### config.mk
export PLATFORM = sky130hd
export DESIGN_NAME = pixel_shifter
export DESIGN_NICKNAME = d
export VERILOG_FILES = /design/src/rtl/pixel_shifter_pkg.sv /design/src/rtl/pixel_shifter_slot.sv /design/src/rtl/pixel_shifter.sv
export SDC_FILE = /design/constraint.sdc
export NUM_CORES = 1
export LEC_CHECK = 0
export CAP_MARGIN = 20
export CORE_ASPECT_RATIO = 0.75
export CORE_MARGIN = 2
export CORE_UTILIZATION = 35
export CTS_CLUSTER_DIAMETER = 150
export DETAILED_ROUTE_END_ITERATION = 6
export GPL_TIMING_DRIVEN = 0
export SYNTH_ARGS = -nofsm -noshare
export SYNTH_HDL_FRONTEND = slang
export SYNTH_SLANG_ARGS = --single-unit
export TNS_END_PERCENT = 50
### constraint.sdc
create_clock -name ck -period 3.73 [get_ports ck]
set_input_delay 0.746 -clock ck [delete_from_list [all_inputs] [get_ports ck]]
set_output_delay 0.746 -clock ck [all_outputs]
set_load 0.05 [all_outputs]
### src/rtl/pixel_shifter_pkg.sv
// pixel_shifter_pkg: shared widths and the pixel selection helper for pixel_shifter.
//   PIX_W        bits per pixel
//   PIX_PER_WORD pixels packed in one tile word
//   WORD_W       tile word width
//   IDX_W        width of the pixel index within a word
package pixel_shifter_pkg;

    localparam int PIX_W        = 4;
    localparam int PIX_PER_WORD = 8;
    localparam int WORD_W       = 32;
    localparam int IDX_W        = 3;

    // Pixel k lives at bits [4k+3:4k]; a flipped word is read from the top
    // nibble down, and 7-idx is simply ~idx for a 3-bit index.
    function automatic logic [PIX_W-1:0] pick(
        input logic [WORD_W-1:0] w,
        input logic [IDX_W-1:0]  idx,
        input logic              flp
    );
        logic [IDX_W-1:0]  k;
        logic [WORD_W-1:0] s;
        k = flp ? ~idx : idx;
        s = w >> {k, 2'b00};
        return s[PIX_W-1:0];
    endfunction

endpackage

### src/rtl/pixel_shifter_slot.sv
// pixel_shifter_slot: one word-wide storage slot (data, flip, full flag).
//   ck, reset     clock and synchronous active-high reset (clears full only)
//   load          capture d / d_flip and mark the slot full
//   clear         mark the slot empty
//   d, d_flip     incoming word and its flip bit
//   data, flip    stored word and flip bit
//   full          slot holds a word
module pixel_shifter_slot
    import pixel_shifter_pkg::*;
(
    input  logic              ck,
    input  logic              reset,
    input  logic              load,
    input  logic              clear,
    input  logic [WORD_W-1:0] d,
    input  logic              d_flip,
    output logic [WORD_W-1:0] data,
    output logic              flip,
    output logic              full
);

    always_ff @(posedge ck) begin
        if (load) begin
            data <= d;
            flip <= d_flip;
        end
    end

    always_ff @(posedge ck) begin
        full <= reset ? 1'b0 : load ? 1'b1 : clear ? 1'b0 : full;
    end

endmodule

### src/rtl/pixel_shifter.sv
// pixel_shifter: two-slot tile word buffer that serialises 4-bit pixels, one per CE cycle.
//   ck           clock, all state on rising edge
//   reset        synchronous active-high reset
//   ce           pixel clock enable
//   load_valid   upstream offers load_data / flip
//   load_ready   holding buffer empty, word can be accepted
//   load_data    eight 4-bit pixels, pixel k at [4k+3:4k]
//   flip         horizontal flip, captured with the word
//   pix_out      registered pixel
//   pix_valid    pix_out carries a real pixel
//   underrun     one-cycle pulse when a pixel was demanded with no data
module pixel_shifter
    import pixel_shifter_pkg::*;
(
    input  logic              ck,
    input  logic              reset,
    input  logic              ce,
    input  logic              load_valid,
    output logic              load_ready,
    input  logic [WORD_W-1:0] load_data,
    input  logic              flip,
    output logic [PIX_W-1:0]  pix_out,
    output logic              pix_valid,
    output logic              underrun
);

    logic [WORD_W-1:0] hb_data;
    logic [WORD_W-1:0] sr_data;
    logic              hb_flip;
    logic              hb_full;
    logic              sr_flip;
    logic              sr_full;
    logic              armed;
    logic [IDX_W-1:0]  idx;
    logic              accept;
    logic              fill;
    logic              reload;
    logic              last;

    assign load_ready = ~hb_full;
    assign accept     = load_valid & load_ready & ~reset;
    assign last       = idx == IDX_W'(PIX_PER_WORD - 1);
    // Idle shift stage pulls from HB without waiting for CE.
    assign fill       = hb_full & ~sr_full;
    // Last pixel of a word goes out while the next word moves in: no gap.
    assign reload     = ce & sr_full & last & hb_full;

    pixel_shifter_slot u_hb (
        .ck     (ck),
        .reset  (reset),
        .load   (accept),
        .clear  (fill | reload),
        .d      (load_data),
        .d_flip (flip),
        .data   (hb_data),
        .flip   (hb_flip),
        .full   (hb_full)
    );

    always_ff @(posedge ck) begin
        if (fill | reload) begin
            sr_data <= hb_data;
            sr_flip <= hb_flip;
        end
    end

    always_ff @(posedge ck) begin
        if (reset) begin
            sr_full   <= 1'b0;
            idx       <= '0;
            armed     <= 1'b0;
            pix_out   <= '0;
            pix_valid <= 1'b0;
            underrun  <= 1'b0;
        end else begin
            underrun <= ce & ~sr_full & armed;
            if (accept)
                armed <= 1'b1;
            if (ce) begin
                pix_out   <= sr_full ? pick(sr_data, idx, sr_flip) : '0;
                pix_valid <= sr_full;
            end
            if (fill | reload) begin
                sr_full <= 1'b1;
                idx     <= '0;
            end else if (ce & sr_full) begin
                idx <= idx + 1'b1;
                if (last)
                    sr_full <= 1'b0;
            end
        end
    end

endmodule

Word-level counts from Yosys, hierarchy flattened
Index checks and enable logic that the tools add are counted.
- flip-flop bits (word level): 78
- word-level logic and storage cells: 39
- output and inout port bits: 7
- input bits: 37
- reduce and logical (&&, ||, !) cells: 5
- shift operators: 1
- bitwise logic cells: 13
- equality and inequality tests: 1
- add/subtract/negate cells: 1
- multiplexer cells: 7
- operators by type and width (operator ; count):
    >> shifter 32 x 5 -> 4 bit ; 1
    bitwise AND 1 bit ; 8
    nonzero test 2 bit ; 3
    two-way mux 1 bit ; 5
    two-way mux 4 bit ; 1
    adder 3 x 1 -> 3 bit, second input constant ; 1
    equality test 3 bit, second input constant ; 1
    two-way mux 3 bit ; 1
    inverter 1 bit ; 3
    inverter 3 bit ; 1
    AND reduction 2 bit ; 1
    OR reduction 2 bit ; 1
    OR 1 bit ; 1

Logic depth before layout (Yosys ltp)
Gate-level depths: netlist (run 1).
- word-level depth: 6
- mapped depth: 6
- gate-level depth less buffers: 5

By module
From an unflattened synthesis (run 1), not the netlist that was laid out.
- cell total of the unflattened synthesis: 193
- area, all modules: 3118.0 µm²
- by module, submodules not included (module ; cells an instance ; times used ; seq. area each (µm²) ; area each (µm²)):
    pixel_shifter ; 156 ; 1 ; 1211.2 ; 2088.3
    pixel_shifter_slot ; 37 ; 1 ; 1011.0 ; 1029.7

Worst setup path before layout (run 1)
OpenSTA, ideal clock, no wires.
- path type: in2reg
- start point: input ce
- end point: register sr_data[0], enable pin
- path slack: 1034 ps
- data arrival time: 2272 ps
- cell stages on the path: 2
- path buffers: 0
- data required time: 3307 ps
- library setup time: 423 ps
- path through: a21boi_0 -> nor2_1
- cells in the longest elaborated chain, start to end: 4
- RTL lines (item ; RTL line ; source):
    from (decl) ; pixel_shifter.sv:17 ; input logic ce,
    bitwise AND 1 bit (3 in series) ; pixel_shifter.sv:46 ; assign reload = ce & sr_full & last & hb_full;
    OR 1 bit ; - ;
    named net u_hb.clear ; pixel_shifter_slot.sv:14 ; input logic clear,
    to (signal assigned) ; pixel_shifter.sv:62 ; sr_data <= hb_data;
    to (decl) ; pixel_shifter.sv:28 ; logic [WORD_W-1:0] sr_data;
The timed path passes the listed nets, and every way through them passes these cells.
A chain may end at the register's enable or synchronous reset.

Worst setup path in the final report (run 1)
- start point: input ce
- end point: register sr_data[3], enable pin
Same word-level chain as after synthesis.

==> results of run 1 <==
cells by family after synthesis:
family,after synthesis,share of synthesized area
muxes,32,0.1031
buffers and inverters,11,0.02859
and+or+nand+nor,26,0.04793
xor gates and xnor gates,1,0.002820
adders and majority gates,2,0.008053
AOI/OAI and AO/OA,42,0.09424
DFF,78,0.7153
layer usage:
metal / share of wire / track usage / routed length, µm
met1: 0.47 / 0.1614 / 2553
met5: 0 / 0 / 0
met2: 0.45 / 0.1720 / 2436
met4: 0.020 / 0.05654 / 109
met3: 0.058 / 0.04028 / 312
state kept, by name, indices dropped and copies added (netlist names):
signal	count
armed	1
idx	3
pix_out	4
pix_valid	1
sr_data	32
sr_flip	1
sr_full	1
u_hb.data	32
u_hb.flip	1
u_hb.full	1
underrun	1
path summary, 6_finish.rpt:
check | startpoint | end | slack [ns] | cells after the start
worst max-delay path | ce | sr_data[3] | 1.32 | 3
worst min-delay path | u_hb.data[27] | sr_data[27] | 0.42 | 0
worst max register to register | idx[1] | sr_data[3] | 1.67 | 4
worst min register to register | u_hb.data[27] | sr_data[27] | 0.42 | 0
cells in the mapped netlist, types with 2 or more instances:
cell	number	area, µm²
o22ai_1	8	50.05
mux2i_1	32	320.3
o21ai_0	7	35.03
nand2b_1	3	18.77
ha_1	2	25.02
nor2_1	8	30.03
inv_1	2	7.510
a21oi_1	7	35.03
nand3_1	2	10.01
a221oi_2	6	90.09
a221oi_1	2	17.52
dfxtp_1	12	240.2
nand2_1	3	11.26
buf_1	2	7.510
buf_6	2	22.52
o21ai_1	10	50.05
nor3_2	3	30.03
edfxtp_1	66	1982
power breakdown:
| group | switching [W] | internal [W] |
|---|---|---|
| combinational | 0.0000827 | 0.0000780 |
| clock | 0.000325 | 0.000584 |
| sequential | 0.0000192 | 0.000998 |
| total | 0.000427 | 0.00166 |
critical path: stages:
cell,delay [ns]
clkdlybuf4s50_1,0.61
a21boi_0,0.25
nor2_4,0.75
area by class of cell:
cell class | count | area [µm²] | area share
buffer | 8 | 77.57 | 0.01941
clock buffer | 10 | 229.0 | 0.05730
clock inverter | 6 | 86.33 | 0.02160
inverter | 3 | 11.26 | 0.002818
multi-input combinational | 103 | 804.5 | 0.2013
sequential | 78 | 2222 | 0.5560
tap | 108 | 135.1 | 0.03381
timing repair buffer | 43 | 430.4 | 0.1077
metrics by stage:
stage / power (W) / setup WS, ns / setup TNS, ns / hold WS, ns / util
floorplan: 0.001123 / 1.034 / 0 / 0.4003 / -
global placement: 0.001193 / -0.2355 / -7.705 / 0.4070 / 0.4307
detailed placement: 0.001198 / 0.9380 / 0 / 0.4045 / 0.4317
CTS: 0.002110 / 1.292 / 0 / 0.4184 / 0.4687
global route: 0.002164 / 1.176 / 0 / 0.4193 / 0.4687
finish: 0.002087 / 1.316 / 0 / 0.4164 / 0.4687
==> results.md, run 1 <==
* Status: finished, final reports clean
* DP Area at 3681 µm²
* Most common cell after layout, fill and taps aside: edfxtp_1
* Root buffer cell: clkbuf_16
* Core area at 8527 µm²
* P&R area growth vs syn at 28.63%
* CTS buffer count at 9
* Fraction of layout cells with a size suffix above 1 at 0.1394
* First-pass GRT wire length at 8383 µm
* Post-route minimum period at 2.414 ns
* Max-cap viol count at 0
* Worst path arrival time at 2.37 ns
* Die area at 9654 µm²
* PwrDens at 522.2 nW/µm²
* Post-CTS Setup Bufs at 0
* Clock-pin transition on the worst setup and hold timing paths at 0.06 ns
* FMAX at 414.3 MHz
* Initial antenna violation count at 0
* Commonest non-fill, non-tap cells in the layout: 66 x edfxtp_1, 43 x clkdlybuf4s50_1, 32 x mux2i_1, 12 x dfxtp_1, 10 x o21ai_1
* WP data required at 3.69 ns
* FFs w/ async S/R, synth at 0
* Drt first pass iters at 4
* Vias in the first global route at 1645
* Die height at 85.59 µm
* CTS tree: built
* Syn avg cell area at 16.18 µm²
* Yosys warns at 0
* Ant diodes at 0
* Post-synthesis sequential area ratio at 0.7153
* Post-synth EDFFs at 66
* Drc violations at 0
* Initial core utilization at 0.3643
* Hold buffers post-CTS at 0
* IO Pins at 44
* Synthesized area at 3107 µm²
* Total wire length at 5411 µm
* Final-report setup violation count at 0
* Maximum clock path buffer count at 2
* Peak supply drop at 216.1 µV
* Crit. End Element: flip-flop
* Final instance area at 3996 µm²
* Htree depth at 3
* Final Hold Violating Endpoints at 0
* FP Rows at 29
* Critical path peak fanout at 33
* Crit Path Category: in -> reg
* Main flop type after synthesis: edfxtp_1
* CTS Sinks at 78
* Worst slew margin at 0.3873
* Port Buf Inserts at 43
* Routability Congestion at 0.8143
* Clock Latency Late Sink at 0.33 ns
* Startpoint Class: input port
* Post-synth cell types at 33
* Antenna viol nets, final at 0
* Final worst path period share at 0.6472
* CTS resizes at 0
* Worst Hold Class: reg -> reg
* Slew Limit Fails at 0
* GRT Resource Usage Total at 0.1187
* Vias at 1748
* Initial DRC Count at 80
* # fillers at 745
* Hpwl dp at 3818 µm
* Post-Route Skew at 0.003571 ns
* Post-route insts no fill at 359
* Nets at 285
* # placed instances at 343
* GR Overflow Total at 0
* Pin count of the biggest net entering global routing at 35
* Synth Register Bits at 78
* Worst Tran Pin Value at 0.9168 ns
* Via/cell ratio at 4.869
* Syn nets at 231
* Cells after Synth at 192
* LEAKAGE at 1.285 nW
* Die X at 112.8 µm
* RSZ-0062 raised after global routing: no
* DR WL/cell at 15.07 µm
Power figures use the tool's default switching activity.
==> run 2, diff against run 1 <==
- clock period: 3.73 -> 2.42 ns (I/O delays scaled with it)
==> results.md, run 2 (synthesized netlist as in run 1, its figures left out) <==
* Initial antenna violation count at 0 (unchanged)
* Hold_ws at 0.4171 ns (+0.0006750 ns)
* Worst slack, placed at -0.09213 ns (-1.030 ns)
* LEAKAGE at 1.275 nW (-0.76%)
* Post-route minimum period at 2.136 ns
* Post-route insts no fill at 359 (unchanged)
* Setup ws final at 0.2840 ns (-1.032 ns)
* Clock Latency Late Sink at 0.34 ns (about the same)
* Most common cell after layout, fill and taps aside: edfxtp_1
* Startpoint Class: input port
* Via/cell ratio at 4.816 (-1.1%)
* Drc violations at 0 (unchanged)
* Vias in the first global route at 1715 (+4.3%)
* Biggest regs: sr_data x32, u_hb.data x32, pix_out x4
* FMAX at 468.2 MHz
* PwrDens at 787.9 nW/µm² (+51%)
* Final worst path period share at 0.8827
* Final-report setup violation count at 0 (unchanged)
* Drt first pass iters at 4 (unchanged)
* Slew Limit Fails at 0 (unchanged)
* Clock-pin transition on the worst setup and hold timing paths at 0.06 ns (about the same)
* Critical path peak fanout at 33 (unchanged)
* Die area at 9654 µm² (unchanged)
* Final instance area at 3971 µm² (-0.63%)
* CTS resizes at 0 (unchanged)
* Max-cap viol count at 0 (unchanged)
* Worst Hold Class: reg -> reg
* Peak supply drop at 487.6 µV (+130%)
* Port Buf Inserts at 43 (unchanged)
* # placed instances at 343 (unchanged)
* Total power at 0.003129 W (+50%)
* Worst path max stage delay at 0.76 ns (about the same)
* Die X at 112.8 µm (unchanged)
* Maximum clock path buffer count at 2 (unchanged)
* DR WL/cell at 14.93 µm (-0.96%)
* RSZ-0062 raised after global routing: no
* Worst Tran Pin Value at 0.9245 ns (+0.007646 ns)
* Die height at 85.59 µm (unchanged)
* Hpwl dp at 3768 µm (-1.3%)
* Cell Chain, Critical Path: clkdlybuf4s50_1, a21boi_0, nor2_4
* Htree depth at 3 (unchanged)
* Initial DRC Count at 72 (-10%)
* DP Area at 3681 µm² (unchanged)
* Ant diodes at 0 (unchanged)
* Fraction of layout cells with a size suffix above 1 at 0.1394 (unchanged)
* IO Pins at 44 (unchanged)
* CTS buffer count at 9 (unchanged)
* Worst path arrival time at 2.10 ns (-0.27 ns)
* Crit Path Category: in -> reg
* Pin count of the biggest net entering global routing at 35 (unchanged)
* P&R area growth vs syn at 27.83%
* Routability Congestion at 0.8153 (+0.12%)
* Status: finished, final reports clean
* FP Rows at 29 (unchanged)
* Post-CTS Setup Bufs at 0 (unchanged)
* Slowest cell on crit path: nor2_4
* GRT Resource Usage Total at 0.1201 (+0.001362)
* Commonest non-fill, non-tap cells in the layout: 66 x edfxtp_1, 43 x clkdlybuf4s50_1, 32 x mux2i_1, 12 x dfxtp_1, 10 x o21ai_1
* GR Overflow Total at 0 (unchanged)
* Nets at 285 (unchanged)
* Hold buffers post-CTS at 0 (unchanged)
* Final Hold Violating Endpoints at 0 (unchanged)
* First-pass GRT wire length at 8562 µm (+2.1%)
* WP data required at 2.38 ns (-1.31 ns)
* Total wire length at 5359 µm (-0.96%)
* Core area at 8527 µm² (unchanged)
* Antenna viol nets, final at 0 (unchanged)
* Post-Route Skew at 0.004019 ns (+0.0004478 ns)
* Worst slew margin at 0.3822 (-0.005109)
* Crit. End Element: flip-flop
* CTS Sinks at 78 (unchanged)
* CTS tree: built
* Initial core utilization at 0.3643 (unchanged)
* Vias at 1729 (-1.1%)
* Root buffer cell: clkbuf_16
run 2: cell count changes in the layout (fill, tap and decap cells not counted):
| cell | delta |
|---|---|
| bufinv_16 | -1 |
| inv_6 | +1 |
| clkinv_2 | +1 |
| clkinv_4 | -1 |
run 2: layer usage:
| layer | track usage | up-vias | routed length (µm) |
|---|---|---|---|
| met2 | 0.1775 | 40 | 2392 |
| met4 | 0.05654 | 0 | 91 |
| met3 | 0.04876 | 9 | 320 |
| met5 | 0 | - | 0 |
| met1 | 0.1553 | 817 | 2555 |
| li1 | - | 863 | - |
run 2: area by class of cell:
| class | instances | area, µm² |
|---|---|---|
| Timing Repair Buffer | 43 | 430.4 |
| Clock buffer | 10 | 229.0 |
| Inverter | 3 | 11.26 |
| Fill cell | 730 | 4556 |
| Tap cell | 108 | 135.1 |
| Buffer | 8 | 77.57 |
| Multi-Input combinational cell | 103 | 804.5 |
| Sequential cell | 78 | 2222 |
| Clock inverter | 6 | 61.31 |
run 2: metrics by stage:
| step | utilization | TNS [ns] |
|---|---|---|
| 2_1_floorplan | - | 0 |
| 3_3_place_gp | 0.4310 | -28.05 |
| 3_5_place_dp | 0.4317 | -2.999 |
| 4_1_cts | 0.4657 | 0 |
| 5_1_grt | 0.4657 | 0 |
| 6_report | 0.4657 | 0 |
run 2: path summary, 6_finish.rpt:
path                               startpoint          end  slack [ns]  cells after the start
worst max-delay path                       ce   sr_data[7]        0.28                      3
worst min-delay path            u_hb.data[28]  sr_data[28]        0.42                      0
worst max register to register         idx[1]   sr_data[7]        0.34                      4
worst min register to register  u_hb.data[28]  sr_data[28]        0.42                      0
run 2: critical path, delay by kind of cell:
family	cells	cell delay [ns]
AND/OR/NAND/NOR	1	0.76
AO/OA/AOI/OAI	1	0.24
buffers and inverters	1	0.60
run 2: report_power, final:
part / internal [W] / total [W] / switching [W]
Sequential: 0.00154 / 0.00157 / 0.0000291
Clock: 0.000796 / 0.00132 / 0.000521
Combinational: 0.000120 / 0.000246 / 0.000126
Total: 0.00245 / 0.00313 / 0.000675
==> run 3, diff against run 2 <==
- ABC_AREA: unset -> 1
- CORE_MARGIN: 2 -> unset
- SYNTH_HIERARCHICAL: unset -> 1
==> results.md, run 3 <==
* Max-cap viol count at 0 (unchanged)
* Main flop type after synthesis: edfxtp_1
* Startpoint Class: input port
* Syn avg cell area at 13.11 µm² (-19%)
* Worst reg2reg setup slack at 0.41 ns (+0.07 ns)
* CTS resizes at 0 (unchanged)
* Post-Route Skew at 0.008893 ns (+0.004874 ns)
* Port Buf Inserts at 43 (unchanged)
* Worst path arrival time at 2.14 ns (+0.04 ns)
* Syn nets at 263 (+14%)
* HP Start: u_hb/flip
* Pin count of the biggest net entering global routing at 22 (-37%)
* Biggest regs: sr_data x32, u_hb/data x32, pix_out x4
* Met1 Usage GRT at 0.1736 (+0.01825)
* Die area at 8764 µm² (-9.2%)
* Worst Hold Class: reg -> reg
* Clock Latency Late Sink at 0.34 ns (about the same)
* Initial core utilization at 0.3660 (+0.001689)
* CTS tree: built
* Post-route minimum period at 2.091 ns (-0.04479 ns)
* CTS Sinks at 78 (unchanged)
* RSZ-0062 raised after global routing: no
* Fraction of layout cells with a size suffix above 1 at 0.09859 (-0.04085)
* Slowest cell on crit path: inv_1
* Drc violations at 0 (unchanged)
* PwrDens at 710.0 nW/µm² (-9.9%)
* Vias in the first global route at 1652 (-3.7%)
* Met2 GRT Util at 0.1814 (+0.003947)
* LEAKAGE at 1.418 nW (+11%)
* CTS buffer count at 9 (unchanged)
* Post-synth cell types at 18 (-45%)
* Hold Path Stages at 0 (unchanged)
* Synthesized area at 2937 µm² (-5.5%)
* Final-report setup violation count at 0 (unchanged)
* IO Pins at 44 (unchanged)
* Total wire length at 4917 µm (-8.2%)
* Worst Hold End: sr_flip
* Ranking of synthesized cells by area: edfxtp_1 67%, dfxtp_1 8.2%, nand3_1 7.0%
* Die height at 81.33 µm (-5.0%)
* # fillers at 762 (+4.4%)
* Slew Limit Fails at 0 (unchanged)
* Post-route insts no fill at 389 (+8.4%)
* DR WL/cell at 12.64 µm (-15%)
* Status: finished, final reports clean
* Ant diodes at 0 (unchanged)
* GR Overflow Total at 0 (unchanged)
* Via/cell ratio at 4.442 (-7.8%)
* FMAX at 478.2 MHz (+2.1%)
* Antenna viol nets, final at 0 (unchanged)
* Htree depth at 3 (unchanged)
* First-pass GRT wire length at 8004 µm (-6.5%)
* Final worst path period share at 0.8642 (-0.01851)
* Die X at 107.8 µm (-4.5%)
* Cells after Synth at 224 (+17%)
* Worst path max stage delay at 0.55 ns (-0.21 ns)
* Core area at 8023 µm² (-5.9%)
* P&R area growth vs syn at 27.06%
* Root buffer cell: clkbuf_8
* Post-synthesis sequential area ratio at 0.7567 (+0.04145)
* WP data required at 2.47 ns (+0.09 ns)
* Clock-pin transition on the worst setup and hold timing paths at 0.07 ns (about the same)
* FFs w/ async S/R, synth at 0 (unchanged)
* Initial DRC Count at 121 (+68%)
* Capturing point of the worst reg2reg path: sr_data[19]
* Vias at 1728 (-0.058%)
* Hpwl dp at 3471 µm (-7.9%)
* CP dominant cell by count: inv_1
* Maximum clock path buffer count at 2 (unchanged)
* Top-count cell post-synth: edfxtp_1
* Routability Congestion at 0.8236 (+1.0%)
* Reg2reg path depth at 7 (+3)
* Crit path buf inv count at 5 (+4)
* Worst slew margin at 0.5061 (+0.1239)
* Global Route met3 Usage at 0.05136 (+0.002601)
* Crit Path Category: in -> reg
* Critical path peak fanout at 19 (-42%)
* Yosys warns at 6 (+6)
* GRT busiest layer: met2
* GRT Resource Usage Total at 0.1280 (+0.007904)
* Initial antenna violation count at 0 (unchanged)
* Final Util at 0.4651 (-0.0006710)
* FP Rows at 28 (-3.4%)
* Synth area leader: edfxtp_1
* Synth Register Bits at 78 (unchanged)
* Post-CTS Setup Bufs at 0 (unchanged)
* Final Hold Violating Endpoints at 0 (unchanged)
* Hold buffers post-CTS at 0 (unchanged)
* Drt first pass iters at 5 (+1)
* Post-synth EDFFs at 66 (unchanged)
* Commonest non-fill, non-tap cells in the layout: 66 x edfxtp_1, 43 x clkdlybuf4s50_1, 41 x nand3_1, 37 x inv_1, 36 x nand2_1
* Cell Chain, Critical Path: clkdlybuf4s50_1, clkbuf_1, inv_1, nand3_1, inv_1, buf_16
* Nets at 319 (+12%)
* Worst reg2reg startpoint: idx[0]
* Most common cell after layout, fill and taps aside: edfxtp_1
* Post-synth top cells: 66 x edfxtp_1, 41 x nand3_1, 37 x inv_1
* Synth top area share at 0.6749 (+0.03697)
* Crit. End Element: flip-flop
* Peak supply drop at 313.6 µV (-36%)
* Cell family with most CP delay: buffers and inverters
* # placed instances at 374 (+9.0%)
* Worst Tran Pin Value at 0.7400 ns (-0.1845 ns)
[run 3: worst max-delay path by stage]
stage                 from       endpoint  slack (ns)  cells after the start
floorplan           idx[0]     sr_data[0]        0.51                      6
CTS                  reset  u_hb/data[15]        0.29                      6
finish               reset  u_hb/data[31]        0.33                      6
detailed placement   reset  u_hb/data[21]       -0.08                      6
global route         reset  u_hb/data[15]        0.20                      6
global placement     reset  u_hb/data[22]       -0.31                      5
[run 3: per-layer routing]
metal / share of wire / wire length, µm
met5: 0 / 0
met4: 0.0087 / 43
met3: 0.053 / 260
met2: 0.42 / 2089
met1: 0.51 / 2523
[run 3: metrics by stage]
step | total power [W] | setup TNS (ns) | hold slack (ns) | worst slack, ns | area (µm²)
2_1_floorplan | 0.001680 | 0 | 0.4003 | 0.5147 | 2937
3_3_place_gp | 0.001779 | -14.78 | 0.4018 | -0.3112 | 3498
3_5_place_dp | 0.001797 | -1.386 | 0.4054 | -0.07718 | 3553
4_1_cts | 0.002682 | 0 | 0.4218 | 0.2925 | 3731
5_1_grt | 0.002757 | 0 | 0.4307 | 0.2024 | 3731
6_report | 0.002649 | 0 | 0.4175 | 0.3288 | 3731
[run 3: worst register-to-register path: cells and delay by family, from the launching register on]
kind	cells	cell delay (ns)
flip-flops	1	0.45
buffers and inverters	2	0.74
adder cells (fa/ha/maj)	2	0.34
AND/OR/NAND/NOR	3	0.18
[run 3: kinds of logic (layout without fill, tap and decap cells)]
logic type      after synthesis  count (layout)  share of synthesized area
flops                        78              78                     0.7567
xor+xnor                      3               3                    0.01662
fa+ha+maj                     2               2                   0.008520
simple gates                 85              85                     0.1346
buf+inv                      45             105                    0.06348
compound gates               11              11                    0.02002
[run 3: final cells by class]
| cell class | instances | area, µm² | share of cell area |
|---|---|---|---|
| clock inverter | 6 | 53.80 | 0.01442 |
| clock buffer | 9 | 123.9 | 0.03320 |
| buffer | 5 | 36.28 | 0.009725 |
| multi-input combinational | 101 | 528.0 | 0.1415 |
| tap | 105 | 131.4 | 0.03521 |
| inverter | 40 | 150.1 | 0.04024 |
| sequential | 78 | 2222 | 0.5956 |
| timing repair buffer | 45 | 485.5 | 0.1301 |
[run 3: report_power, final]
part / internal (W) / leakage [nW] / total, W / switching [W]
Combinational: 0.000104 / 0.622 / 0.000222 / 0.000118
Clock: 0.000458 / 0.0876 / 0.000884 / 0.000426
Sequential: 0.00153 / 0.709 / 0.00154 / 0.0000176
Total: 0.00209 / 1.42 / 0.00265 / 0.000561
